### src/rtl/int_ctrl_pkg.sv
// rtl/int_ctrl_pkg.sv - shared types, constants and helpers for the button interrupt controller
// Contents:
//   NUM_BTN         number of buttons served by the controller
//   DEF_VEC_BASE    default handler address of button 3
//   DEF_VEC_STRIDE  default spacing between handler addresses
//   state_t         request FSM state encoding
//   highest_set()   index of the highest set bit (bit 3 wins)
//   vec_addr()      handler address for a given button index
package int_ctrl_pkg;

  localparam int NUM_BTN = 4;

  localparam logic [15:0] DEF_VEC_BASE   = 16'h0f80;
  localparam logic [15:0] DEF_VEC_STRIDE = 16'h0020;

  typedef enum logic [1:0] {
    ST_IDLE,
    ST_REQ,
    ST_SERVICE
  } state_t;

  // Later iterations overwrite earlier ones, so the highest set index wins.
  function automatic logic [1:0] highest_set(input logic [NUM_BTN-1:0] v);
    logic [1:0] idx;
    idx = '0;
    for (int i = 0; i < NUM_BTN; i++) begin
      if (v[i]) idx = 2'(i);
    end
    return idx;
  endfunction

  // Button 3 sits at the base; lower buttons step upwards by the stride.
  // The sum is truncated to 16 bits, so large strides simply wrap.
  function automatic logic [15:0] vec_addr(input logic [15:0] base,
                                           input logic [15:0] stride,
                                           input logic [1:0]  src);
    logic [1:0] slot;
    slot = 2'd3 - src;
    return base + stride * {14'd0, slot};
  endfunction

endpackage

### src/rtl/btn_debounce.sv
// rtl/btn_debounce.sv - synchronizer, debounce counter and rising-edge pulse for one button
// Parameters:
//   DB_CYCLES  consecutive stable synchronized samples needed to change the debounced level
// Ports:
//   clk      rising-edge clock
//   rst      synchronous active-high reset
//   btn_raw  asynchronous, bouncing button level
//   rise     one-cycle pulse on the cycle after the debounced level goes 0 -> 1
module btn_debounce #(
  parameter int DB_CYCLES = 16
) (
  input  logic clk,
  input  logic rst,
  input  logic btn_raw,
  output logic rise
);

  localparam int CW = (DB_CYCLES > 1) ? $clog2(DB_CYCLES) : 1;
  localparam logic [CW-1:0] CNT_MAX = CW'(DB_CYCLES - 1);

  logic          sync1;
  logic          sync2;
  logic          level;
  logic [CW-1:0] cnt;

  // The counter measures how long the synchronized level has disagreed with
  // the debounced level; any agreeing sample (a bounce back) restarts it.
  always_ff @(posedge clk) begin
    if (rst) begin
      sync1 <= 1'b0;
      sync2 <= 1'b0;
      level <= 1'b0;
      cnt   <= '0;
      rise  <= 1'b0;
    end else begin
      sync1 <= btn_raw;
      sync2 <= sync1;
      rise  <= 1'b0;
      if (sync2 == level) begin
        cnt <= '0;
      end else if (cnt == CNT_MAX) begin
        level <= sync2;
        cnt   <= '0;
        rise  <= sync2;
      end else begin
        cnt <= cnt + CW'(1);
      end
    end
  end

endmodule

### src/rtl/button_int_ctrl.sv
// rtl/button_int_ctrl.sv - debounced four-button vectored interrupt controller
// Parameters:
//   DB_CYCLES   debounce length in clk cycles
//   VEC_BASE    handler address of button 3
//   VEC_STRIDE  spacing between handler addresses
// Optional build macro:
//   INT_MASK_EN adds int_mask; masked buttons cannot set new pending bits
// Ports:
//   clk          rising-edge clock
//   rst          synchronous active-high reset
//   buttons_raw  asynchronous bouncing button levels, active-high
//   int_mask     (INT_MASK_EN only) per-button event mask, 1 = masked
//   int_ack      CPU took the interrupt branch
//   int_ret      CPU returned from the handler
//   int_req      interrupt request
//   int_vec      handler address, valid while int_req is high
//   int_src      index of the button requested or in service
//   in_service   handler running
//   pending      latched, unacknowledged button events
module button_int_ctrl
  import int_ctrl_pkg::*;
#(
  parameter int          DB_CYCLES  = 16,
  parameter logic [15:0] VEC_BASE   = DEF_VEC_BASE,
  parameter logic [15:0] VEC_STRIDE = DEF_VEC_STRIDE
) (
  input  logic               clk,
  input  logic               rst,
  input  logic [NUM_BTN-1:0] buttons_raw,
`ifdef INT_MASK_EN
  input  logic [NUM_BTN-1:0] int_mask,
`endif
  input  logic               int_ack,
  input  logic               int_ret,
  output logic               int_req,
  output logic [15:0]        int_vec,
  output logic [1:0]         int_src,
  output logic               in_service,
  output logic [NUM_BTN-1:0] pending
);

  logic [NUM_BTN-1:0] rise;
  logic [NUM_BTN-1:0] set_bits;
  logic [NUM_BTN-1:0] clr_bits;
  state_t             state;

  for (genvar i = 0; i < NUM_BTN; i++) begin : g_btn
    btn_debounce #(
      .DB_CYCLES(DB_CYCLES)
    ) u_debounce (
      .clk    (clk),
      .rst    (rst),
      .btn_raw(buttons_raw[i]),
      .rise   (rise[i])
    );
  end

`ifdef INT_MASK_EN
  assign set_bits = rise & ~int_mask;
`else
  assign set_bits = rise;
`endif

  // The acknowledged source is cleared on the ack edge; a new event on the
  // same button in that cycle is OR-ed in afterwards and therefore wins.
  assign clr_bits = (state == ST_REQ && int_ack) ? NUM_BTN'(1) << int_src : '0;

  always_ff @(posedge clk) begin
    if (rst) begin
      state      <= ST_IDLE;
      pending    <= '0;
      int_src    <= '0;
      int_vec    <= '0;
      int_req    <= 1'b0;
      in_service <= 1'b0;
    end else begin
      pending <= (pending & ~clr_bits) | set_bits;
      case (state)
        ST_IDLE: begin
          if (|pending) begin
            int_src <= highest_set(pending);
            int_vec <= vec_addr(VEC_BASE, VEC_STRIDE, highest_set(pending));
            int_req <= 1'b1;
            state   <= ST_REQ;
          end
        end
        // int_src/int_vec are frozen here so a later, higher-priority event
        // only accumulates in pending until the next pass through IDLE.
        ST_REQ: begin
          if (int_ack) begin
            int_req    <= 1'b0;
            in_service <= 1'b1;
            state      <= ST_SERVICE;
          end
        end
        ST_SERVICE: begin
          if (int_ret) begin
            in_service <= 1'b0;
            state      <= ST_IDLE;
          end
        end
        default: begin
          int_req    <= 1'b0;
          in_service <= 1'b0;
          state      <= ST_IDLE;
        end
      endcase
    end
  end

endmodule

### config.mk
export PLATFORM = sky130hd
export DESIGN_NAME = button_int_ctrl
export DESIGN_NICKNAME = d
export VERILOG_FILES = /design/src/rtl/int_ctrl_pkg.sv /design/src/rtl/btn_debounce.sv /design/src/rtl/button_int_ctrl.sv
export SDC_FILE = /design/constraint.sdc
export NUM_CORES = 1
export LEC_CHECK = 0
export ABC_AREA = 1
export CAP_MARGIN = 20
export CORE_AREA = 2 2 65 67
export CTS_BUF_LIST = sky130_fd_sc_hd__clkbuf_2
export DETAILED_ROUTE_END_ITERATION = 12
export DIE_AREA = 0 0 67 69
export PLACE_DENSITY = 0.75
export SYNTH_ARGS = -nofsm -noshare
export SYNTH_HDL_FRONTEND = slang
export SYNTH_SLANG_ARGS = --single-unit
### constraint.sdc
create_clock -name clk -period 1 [get_ports clk]
set_input_delay 0.25 -clock clk [delete_from_list [all_inputs] [get_ports clk]]
set_output_delay 0.25 -clock clk [all_outputs]
set_load 0.01 [all_outputs]
==> flow_metrics.py <==
metrics = {
    "clock_tree": {
        "cts_tree": "built",
        "cts_root_buffer": "sky130_fd_sc_hd__clkbuf_2",
        "clk_sink_count": 45,
        "clk_path_buf_depth": 2,
        "clk_pin_slew_ps": 220,
        "cts_bufs_inserted": 5,
        "postCtsHoldBufs": 0,
        "clkLatencyLatePin_ps": 400,
        "htree_num_levels": 2,
    },
    "setup_path": {
        "critical_path.cell_chain": "buf_6 -> buf_6",
        "critical_path_buf_inv_count": 2,
        "timing.critical_path.arrival_ps": 1040,
        "critPathLaunchType": "flip-flop",
        "critical-path-max-stage-delay_ps": 400,
        "worst_path_max_delay_cell": "sky130_fd_sc_hd__dfxtp_4",
        "timing.critical_path.fanout_max": 5,
        "end_kind": "output pin",
        "worst_path_most_repeated_cell": "sky130_fd_sc_hd__buf_6",
        "criticalPathCategory": "reg2out",
        "crit_required_ps": 750,
        "critical-path-top-delay-family": "flip-flops",
    },
    "sta": {
        "post-route-period-util_pct": 129,
        "finalSetupViolations": 21,
        "rsz_0062_raised_after_global_routing": "true",
        "finalMaxSlewViolations": 0,
        "setup_total_negative_slack_ps": -2690,
        "hold_viol_final": 0,
        "timing.fmax_ghz": 0.777,
        "finalWorstPathRequiredPeriod_ps": 1290,
        "final.setup_skew_ps": 17.0,
        "fin_ws_ps": -287,
    },
    "placement": {
        "place_hpwl_um": 2050,
        "gp_routability_congestion": 0.808,
        "pre_cts_ws_ps": -376,
        "numPortBuffers": 22,
    },
    "routing": {
        "viasPerCell": 4.61,
        "route.final.wire_length_um": 3400,
        "drc": 0,
        "drtIter0Drc": 99,
        "via_count": 1405,
        "ant_nets": 0,
        "wl_per_cell_um": 11.1,
        "drt_pre_antenna_iters": 4,
    },
    "worst_hold_path": {
        "min_path_type": "in2reg",
    },
    "die": {
        "floorplan.core_area_um2": 3910,
        "initial_utilization_pct": 47.1,
        "dieArea_um2": 4620,
        "top_level_ports": 32,
        "fp.dieH_um": 69,
        "num_rows": 23,
        "chipWidth_um": 67,
    },
    "final_layout": {
        "nFillCells": 322,
        "layout.nets": 266,
        "final_layout_size_suffix_gt1_share_pct": 38.4,
        "area_growth_syn_to_layout_pct": 32.7,
        "mostFrequentLayoutCells": "36 x sky130_fd_sc_hd__inv_1, 24 x sky130_fd_sc_hd__dfxtp_1, 22 x sky130_fd_sc_hd__nand2_1, 22 x sky130_fd_sc_hd__buf_6",
        "antenna_cells_inserted": 0,
        "layout_commonest_cell": "sky130_fd_sc_hd__inv_1",
    },
    "outcome": {
        "violated_checks": "setup timing",
        "outcome": "finished, violations left",
    },
    "grt": {
        "globalRouteOverflowTotal": 0,
        "vias_in_the_first_global_route": 1279,
        "grt_antenna_before_repair": 0,
        "grt_pass1_wl_um": 5200,
        "grt.total_usage_pct": 14.6,
        "grt_start_max_net_pins": 18,
    },
    "yosys": {
        "seq_area_frac_synth_pct": 48.9,
        "post_synth_num_cell_types": 25,
        "synth_warnings": 0,
        "syn_area_um2": 1840,
        "post_synth_inst_count": 215,
        "flops_latches_synth": 45,
        "syn-mean-instance-area_um2": 8.57,
    },
    "power_and_ir_drop": {
        "highest_ir_drop_seen_on_vdd_mv": 0.704,
        "pwr_density_cell_nw_per_um2": 1090,
        "power.leakage_nw": 0.973,
        "design_power_total_w": 0.00267,
    },
    "run": {
        "max-cap-violations": 0,
    },
}
==> cells by family after synthesis <==
group	synth area share, %
AND/OR/NAND/NOR	23.4
buffers and inverters	15.8
flip-flops	48.9
AO/OA/AOI/OAI	7.06
XOR/XNOR	1.90
adder cells (fa/ha/maj)	2.72
other	0.204
==> timing repair <==
item	in CTS	in global routing
resized for setup	104	41
pin swaps	10	7
setup buffers	2	1
setup endpoints to repair	41	47
==> cells in the mapped netlist (all sizes together) <==
master  instances  area (um2)
dfxtp          45         901
inv            38         145
nor2           29         119
nand2          26         100
buf            17         145
nand3          14        75.1
a21oi          13        65.1
o21ai           7        35.0
ha              4        50.1
nand4           4        70.1
nor3            4        35.0
nor4            4        25.0
o31ai           4        30.0
xor2            4        35.0
conb            1        3.75
nand3b          1        7.51
==> layer usage <==
| metal | share of wire [%] | wire (um) | global-route usage, % | up-vias |
|---|---|---|---|---|
| met5 | 0 | 0 | 0 | - |
| met4 | 0.62 | 21 | 5.67 | 0 |
| met3 | 4.6 | 156 | 5.38 | 2 |
| met2 | 52 | 1780 | 23.5 | 36 |
| met1 | 42 | 1440 | 17.4 | 636 |
| li1 | - | - | - | 731 |
==> report_power, final <==
part	internal (W)	switching (W)	total [W]
clock network	0.000153	0.000556	0.000710
logic	0.0000541	0.0000823	0.000136
registers	0.00181	0.0000100	0.00182
==> registers in the layout, summed over array words and instances (netlist names) <==
signal                  cells
g_btn.u_debounce.cnt       16
g_btn.u_debounce.level      4
g_btn.u_debounce.rise       4
g_btn.u_debounce.sync1      4
g_btn.u_debounce.sync2      4
pending                     4
int_vec                     3
int_src                     2
state                       2
in_service                  1
int_req                     1
==> layout make-up <==
type / instances / area, um2 / area share [%]
repair buffers: 41 / 405 / 16.6
flip-flops and latches: 45 / 930 / 38.0
multi-input cells: 123 / 865 / 35.4
clock inverters: 3 / 12.5 / 0.512
well taps: 50 / 62.6 / 2.56
inverters: 38 / 145 / 5.94
clock buffers: 5 / 25.0 / 1.02
==> per-stage QoR <==
step                      hold slack [ps]  instance area [um2]  instances  util, %
after floorplan                       357                 1870        223        -
after global placement                390                 2140        295     54.6
after detailed placement              396                 2140        295     54.6
after CTS                             298                 2280        305     58.3
after global routing                  300                 2440        305     62.5
final                                 318                 2440        305     62.5
==> tightest hold or removal path: stages <==
cell and delay, ps:
sky130_fd_sc_hd__clkdlybuf4s50_1 390, sky130_fd_sc_hd__inv_1 50, sky130_fd_sc_hd__nor2_1 30
==> path summary, 6_finish.rpt <==
path                                              endpoint  depth (start not counted)  slack [ps]                       start
worst max-delay path                           int_vec[11]                          2        -290                 int_vec[10]
worst max register to register  g_btn[3].u_debounce.cnt[0]                          5         -20  g_btn[3].u_debounce.cnt[0]
worst min register to register   g_btn[3].u_debounce.sync2                          2         420   g_btn[3].u_debounce.sync1
worst min-delay path             g_btn[2].u_debounce.sync1                          3         320              buttons_raw[2]
(Power assumes the default switching activity.)
